<file path="config.mk">
export PLATFORM = sky130hd
export DESIGN_NAME = result_tx_serializer
export DESIGN_NICKNAME = d
export VERILOG_FILES = /design/src/rtl/matmul_pkg.sv /design/src/rtl/tx_byte_handshake.sv /design/src/rtl/result_tx_serializer.sv
export SDC_FILE = /design/constraint.sdc
export NUM_CORES = 1
export LEC_CHECK = 0
export CAP_MARGIN = 20
export CELL_PAD_IN_SITES_DETAIL_PLACEMENT = 1
export CELL_PAD_IN_SITES_GLOBAL_PLACEMENT = 1
export CORE_ASPECT_RATIO = 1.2
export CORE_MARGIN = 1
export CORE_UTILIZATION = 30
export DETAILED_ROUTE_END_ITERATION = 10
export PLACE_DENSITY = 0.69
export RECOVER_POWER = 50
export SETUP_SLACK_MARGIN = 0.2
export SLEW_MARGIN = 10
export SYNTH_ARGS = -nofsm -noshare
export SYNTH_HDL_FRONTEND = slang
export SYNTH_SLANG_ARGS = --single-unit
</file>
<file path="constraint.sdc">
create_clock -name clk -period 5 [get_ports clk]
set_input_delay 1 -clock clk [delete_from_list [all_inputs] [get_ports clk]]
set_output_delay 1 -clock clk [all_outputs]
set_load 0.005 [all_outputs]
</file>
<file path="src/rtl/matmul_pkg.sv">
// Shared types and constants for the matmul result path.
// Holds the serializer FSM states and the byte handshake phases.
package matmul_pkg;

  localparam int DATA_W = 16;
  localparam int MAX_N  = 8;
  localparam int ADDR_W = 6;
  localparam int CNT_W  = 7;

  localparam logic [7:0] CSUM_INIT = 8'h00;

  typedef enum logic [2:0] {
    IDLE,
    HDR,
    FETCH,
    LATCH,
    SEND_HI,
    SEND_LO,
    CSUM,
    FIN
  } ser_state_e;

  typedef enum logic [1:0] {
    H_IDLE,
    H_GUARD,
    H_WAIT
  } hs_state_e;

endpackage

</file>
<file path="src/rtl/tx_byte_handshake.sv">
// One-byte uart_tx handshake: strobe, guard cycle, wait-not-busy.
// byte_done pulses once the transmitter is free again.
module tx_byte_handshake
  import matmul_pkg::*;
(
  input  logic clk,
  input  logic rst,
  input  logic req,
  input  logic tx_busy,
  output logic tx_start,
  output logic byte_done
);

  hs_state_e ph, ph_nxt;

  always_ff @(posedge clk or posedge rst) begin
    if (rst) ph <= H_IDLE;
    else     ph <= ph_nxt;
  end

  always_comb begin
    ph_nxt    = ph;
    tx_start  = 1'b0;
    byte_done = 1'b0;
    unique case (ph)
      H_IDLE: begin
        if (req && !tx_busy) begin
          tx_start = 1'b1;
          ph_nxt   = H_GUARD;
        end
      end
      // busy may not have risen yet right after the strobe
      H_GUARD: ph_nxt = H_WAIT;
      H_WAIT: begin
        if (!tx_busy) begin
          byte_done = 1'b1;
          ph_nxt    = H_IDLE;
        end
      end
      default: ph_nxt = H_IDLE;
    endcase
  end

endmodule

</file>
<file path="src/rtl/result_tx_serializer.sv">
// Streams the N x N result matrix to uart_tx as a framed byte stream:
// size header, elements MSB first, XOR checksum.
module result_tx_serializer #(
  parameter int DATA_W = matmul_pkg::DATA_W,
  parameter int MAX_N  = matmul_pkg::MAX_N,
  parameter int ADDR_W = matmul_pkg::ADDR_W
) (
  input  logic              clk,
  input  logic              rst,
  input  logic              start,
  input  logic [3:0]        matrix_size,
  output logic              mem_rd_en,
  output logic [ADDR_W-1:0] mem_addr,
  input  logic [DATA_W-1:0] mem_rdata,
  output logic [7:0]        tx_data,
  output logic              tx_start,
  input  logic              tx_busy,
  output logic              busy,
  output logic              done,
  output logic              size_err
);

  import matmul_pkg::ser_state_e, matmul_pkg::CNT_W;
  import matmul_pkg::CSUM_INIT;
  import matmul_pkg::IDLE, matmul_pkg::HDR;
  import matmul_pkg::FETCH, matmul_pkg::LATCH;
  import matmul_pkg::SEND_HI, matmul_pkg::SEND_LO;
  import matmul_pkg::CSUM, matmul_pkg::FIN;

  ser_state_e state, state_nxt;

  logic [3:0]        n_q;
  logic [CNT_W-1:0]  nn_q;
  logic [ADDR_W-1:0] addr;
  logic [7:0]        csum;
  logic [DATA_W-1:0] hold;
  logic              done_q;
  logic              size_err_q;

  logic [CNT_W-1:0] ms_w;
  logic [CNT_W-1:0] sq;
  logic             bad;
  logic             last;
  logic             req;
  logic             byte_done;

  assign ms_w = CNT_W'(matrix_size);
  assign sq   = ms_w * ms_w;
  assign bad  = (matrix_size == 4'd0) ||
                (int'(matrix_size) > MAX_N);
  assign last = (CNT_W'(addr) == nn_q - CNT_W'(1));

  assign req = (state == HDR) || (state == SEND_HI) ||
               (state == SEND_LO) || (state == CSUM);

  tx_byte_handshake u_hs (
    .clk       (clk),
    .rst       (rst),
    .req       (req),
    .tx_busy   (tx_busy),
    .tx_start  (tx_start),
    .byte_done (byte_done)
  );

  always_comb begin
    tx_data = 8'h00;
    unique case (1'b1)
      (state == HDR):     tx_data = {4'h0, n_q};
      (state == SEND_HI): tx_data = hold[DATA_W-1 -: 8];
      (state == SEND_LO): tx_data = hold[7:0];
      (state == CSUM):    tx_data = csum;
      default:            tx_data = 8'h00;
    endcase
  end

  always_ff @(posedge clk or posedge rst) begin
    if (rst) state <= IDLE;
    else     state <= state_nxt;
  end

  always_comb begin
    state_nxt = state;
    unique case (state)
      IDLE:    if (start && !bad) state_nxt = HDR;
      HDR:     if (byte_done) state_nxt = FETCH;
      FETCH:   state_nxt = LATCH;
      LATCH:   state_nxt = SEND_HI;
      SEND_HI: if (byte_done) state_nxt = SEND_LO;
      SEND_LO: if (byte_done) state_nxt = last ? CSUM : FETCH;
      CSUM:    if (byte_done) state_nxt = FIN;
      FIN:     if (!tx_busy) state_nxt = IDLE;
      default: state_nxt = IDLE;
    endcase
  end

  always_ff @(posedge clk or posedge rst) begin
    if (rst) begin
      n_q        <= '0;
      nn_q       <= '0;
      addr       <= '0;
      csum       <= CSUM_INIT;
      hold       <= '0;
      done_q     <= 1'b0;
      size_err_q <= 1'b0;
    end else begin
      done_q     <= 1'b0;
      size_err_q <= 1'b0;
      if (state == IDLE && start) begin
        if (bad) begin
          done_q     <= 1'b1;
          size_err_q <= 1'b1;
        end else begin
          n_q  <= matrix_size;
          nn_q <= sq;
          addr <= '0;
          csum <= CSUM_INIT;
        end
      end
      if (tx_start) csum <= csum ^ tx_data;
      if (state == LATCH) hold <= mem_rdata;
      if (state == SEND_LO && byte_done && !last)
        addr <= addr + ADDR_W'(1);
      if (state == FIN && !tx_busy) done_q <= 1'b1;
    end
  end

  assign mem_rd_en = (state == FETCH);
  assign mem_addr  = addr;
  assign busy      = (state != IDLE);
  assign done      = done_q;
  assign size_err  = size_err_q;

endmodule

</file>
==> run_results.csv <==
group,metric,value,unit
run_status,status,"finished with violations",
run_status,violations,"max-capacitance violations, max-slew violations",
clock_network,tritoncts,"yes",
die,core_area,8200,sq um
placed_design,port_buffers,42,
die,start_util,31.2,%
synth,synth_compound_area_share,14.7,%
critical_path,critPathLaunchType,"input port",
detailed_routing,vias_per_cell,4.93,
clock_network,cts_setup_buffers,0,
timing,hold_viol,0,
timing,worst_pin_slew,2.15,ns
layout,fin_util,38.4,%
die,num_rows,36,
layout,diodes,0,
critical_path,cp_top_family,"buffers and inverters",
global_route,grt-ovfl-total,0,
pwr,leakagePower,1.34,nW
global_route,grt_pass1_vias,2129,
detailed_routing,drtAntennaViolNets,0,
placed_design,place_hpwl,4250,um
layout,syn2layout_area_growth,22.9,%
critical_path,path_buf_inv,3,
detailed_routing,wl,5740,um
synth,synth_warnings,0,
synth,synth_fa_ha_area_share,2.44,%
clock_network,cts.clk_slew.worst_paths,0.08,ns
synth,synth_seq_cells,46,
clock_network,clockBufferDepth,2,
die,die_area,8900,sq um
die,die_w,86.3,um
timing,min_period,4.06,ns
clock_network,htreeDepth,2,
synth,syn_nets,272,
synth,synth_top_family_by_area,"simple AND/OR/NAND/NOR gates",
critical_path,slowest_delay,0.61,ns
timing,rsz0062_at_grt,"false",
timing,tns,0,ns
clock_network,cts_made_buffers,5,
layout,nNetsFinal,309,
min_path,min_path_type,"register to register",
global_route,antenna_found_initial,0,
timing,max_slew_margin,-43.2,%
critical_path,required,4.00,ns
detailed_routing,drt_first_pass_iters,4,
timing,fin_skew,0.00911,ns
synth,ys.flop_type,"dfrtp_1",
clock_network,clk_latency,0.29,ns
synth,synthMuxAreaShare,13.9,%
detailed_routing,vias,1943,
detailed_routing,drt-initial-drc-count,71,
critical_path,crit_fanout,9,
pwr,p_per_area,548,nW/um^2
synth,synth_area_per_cell,10.5,sq um
timing,post-route-period-util,81.2,%
synth,netlist_instances,243,
clock_network,clock-root-buffer,"clkbuf_8",
global_route,grt_pass1_wl,10100,um
timing,setup_viol,0,
synth,yosys.area_share.simple,15.6,%
global_route,grt_max_degree,47,
synth,synth_edf_count,0,
layout,fillers,960,
critical_path,endpoint_kind,"output port",
synth,synth_xor_xnor_area_share,4.30,%
timing,max_freq,246,MHz
placed_design,gp_congestion,0.747,
synth,async_flop_share,100,%
detailed_routing,wl_per_cell,14.6,um
synth,syn_area,2560,sq um
critical_path,critical-path-slowest-cell,"dlygate4sd3_1",
timing,slew_viol_final,40,
layout,drive_gt1_share,13.2,%
clock_network,clkSinkCount,46,
clock_network,hold_buffers,0,
synth,yosysSeqAreaShare,45.0,%
pwr,ir_worst_vdd,0.000192,V
detailed_routing,drc,0,
critical_path,cp.arrival,3.06,ns
die,io_pins,43,
die,die_y,103,um
critical_path,critical_path_class,"input port to output port",
synth,synth.distinct_cells,39,
job,maxCapViolations,1,
global_route,grt.total_usage,14.4,%
clock_network,post_cts_resized,0,
critical_path,cp_cell_sequence,"dlygate4sd3_1 -> or3_1 -> or2_2 -> inv_1 -> clkdlybuf4s50_1",
## flip-flops by register name, indices dropped and copies added, names as in the netlist
| register | count |
|---|---|
| hold | 16 |
| csum | 8 |
| mem_addr | 6 |
| nn_q | 5 |
| n_q | 4 |
| state | 3 |
| u_hs.ph | 2 |
| done | 1 |
| size_err | 1 |
## metrics by stage
step	total power, mW	setup WS, ns	hold slack (ns)	std cells	area (sq um)
3_3_place_gp	1.50	1.08	0.475	386	3070
4_1_cts	1.76	1.04	0.496	393	3140
3_5_place_dp	1.54	1.05	0.479	386	3070
6_report	1.72	0.941	0.490	394	3150
5_1_grt	1.88	0.815	0.511	394	3150
2_1_floorplan	1.22	2.13	0.446	243	2560
## cells by family (layout without fill, tap and decap cells)
kind of cell	count (synthesis)	after routing
AND/OR/NAND/NOR	72	72
AO/OA/AOI/OAI	52	52
flip-flops	46	46
multiplexers	33	33
buffers and inverters	24	61
XOR/XNOR	11	11
adder cells (fa/ha/maj)	5	5
## path summary, 6_finish.rpt
kind,endpoint,from,slack [ns],cells after the start
worst min register to register,csum[0]$_DFFE_PP0P_,csum[0]$_DFFE_PP0P_,0.49,1
min in group asynchronous,hold[8]$_DFFE_PP0N_,rst,1.07,2
max in group asynchronous,u_hs.ph[1]$_DFFE_PP0P_,rst,1.61,3
worst max register to register,mem_addr[3]$_DFFE_PP0P_,n_q[0]$_DFFE_PP0P_,2.42,7
worst min-delay path,csum[0]$_DFFE_PP0P_,csum[0]$_DFFE_PP0P_,0.49,1
worst max-delay path,tx_start,tx_busy,0.94,5
## worst register-to-register path, stage by stage (launching register included)
cell and delay, ns:
dfrtp_1 0.48, inv_1 0.08, ha_1 0.21, xnor3_1 0.30, nand4b_2 0.14, a2111oi_4 0.73, nor3_1 0.13, or3b_1 0.40
## synth_stat cells, types with 6 or more instances
library cell | instances | share of area (%)
dfrtp_1 | 46 | 45
mux2_2 | 21 | 9.2
nand2_1 | 19 | 2.8
o21ai_0 | 13 | 2.5
mux2i_1 | 12 | 4.7
nand2b_1 | 11 | 2.7
inv_1 | 10 | 1.5
clkbuf_1 | 8 | 1.2
o211ai_1 | 8 | 2.3
xnor2_1 | 7 | 2.4
a21oi_1 | 6 | 1.2
nor2_1 | 6 | 0.88
nor2b_1 | 6 | 1.5
## layer usage
metal	up-vias	wire length, um	global-route usage [%]
met5	-	0	0
met2	30	2930	26.8
met1	977	2580	16.9
met4	0	57	3.46
met3	5	173	2.72
li1	931	-	-
## power breakdown
group / total [mW] / switching [mW] / internal, mW
combinational: 0.793 / 0.334 / 0.459
sequential: 0.717 / 0.186 / 0.531
clock: 0.214 / 0.118 / 0.0965
total: 1.72 / 0.638 / 1.09
## cells in the final DEF, fill, tap and decap left out, drive strengths merged, types with 7 or more instances in the layout
cell / instances
nand2: 19
xnor2: 7
o21ai: 13
mux2: 21
clkdlybuf4s50: 39
dfrtp: 46
nand2b: 11
o211ai: 8
inv: 10
clkbuf: 8
mux2i: 12
## cell type report
cell class / count / area [sq um] / share of cell area, %
sequential: 46 / 1150 / 36.6
multi-input combinational: 173 / 1310 / 41.5
tap: 114 / 143 / 4.53
timing repair buffer: 44 / 432 / 13.7
inverter: 10 / 37.5 / 1.19
clock buffer: 7 / 76.3 / 2.43
(Power assumes the default switching activity.)
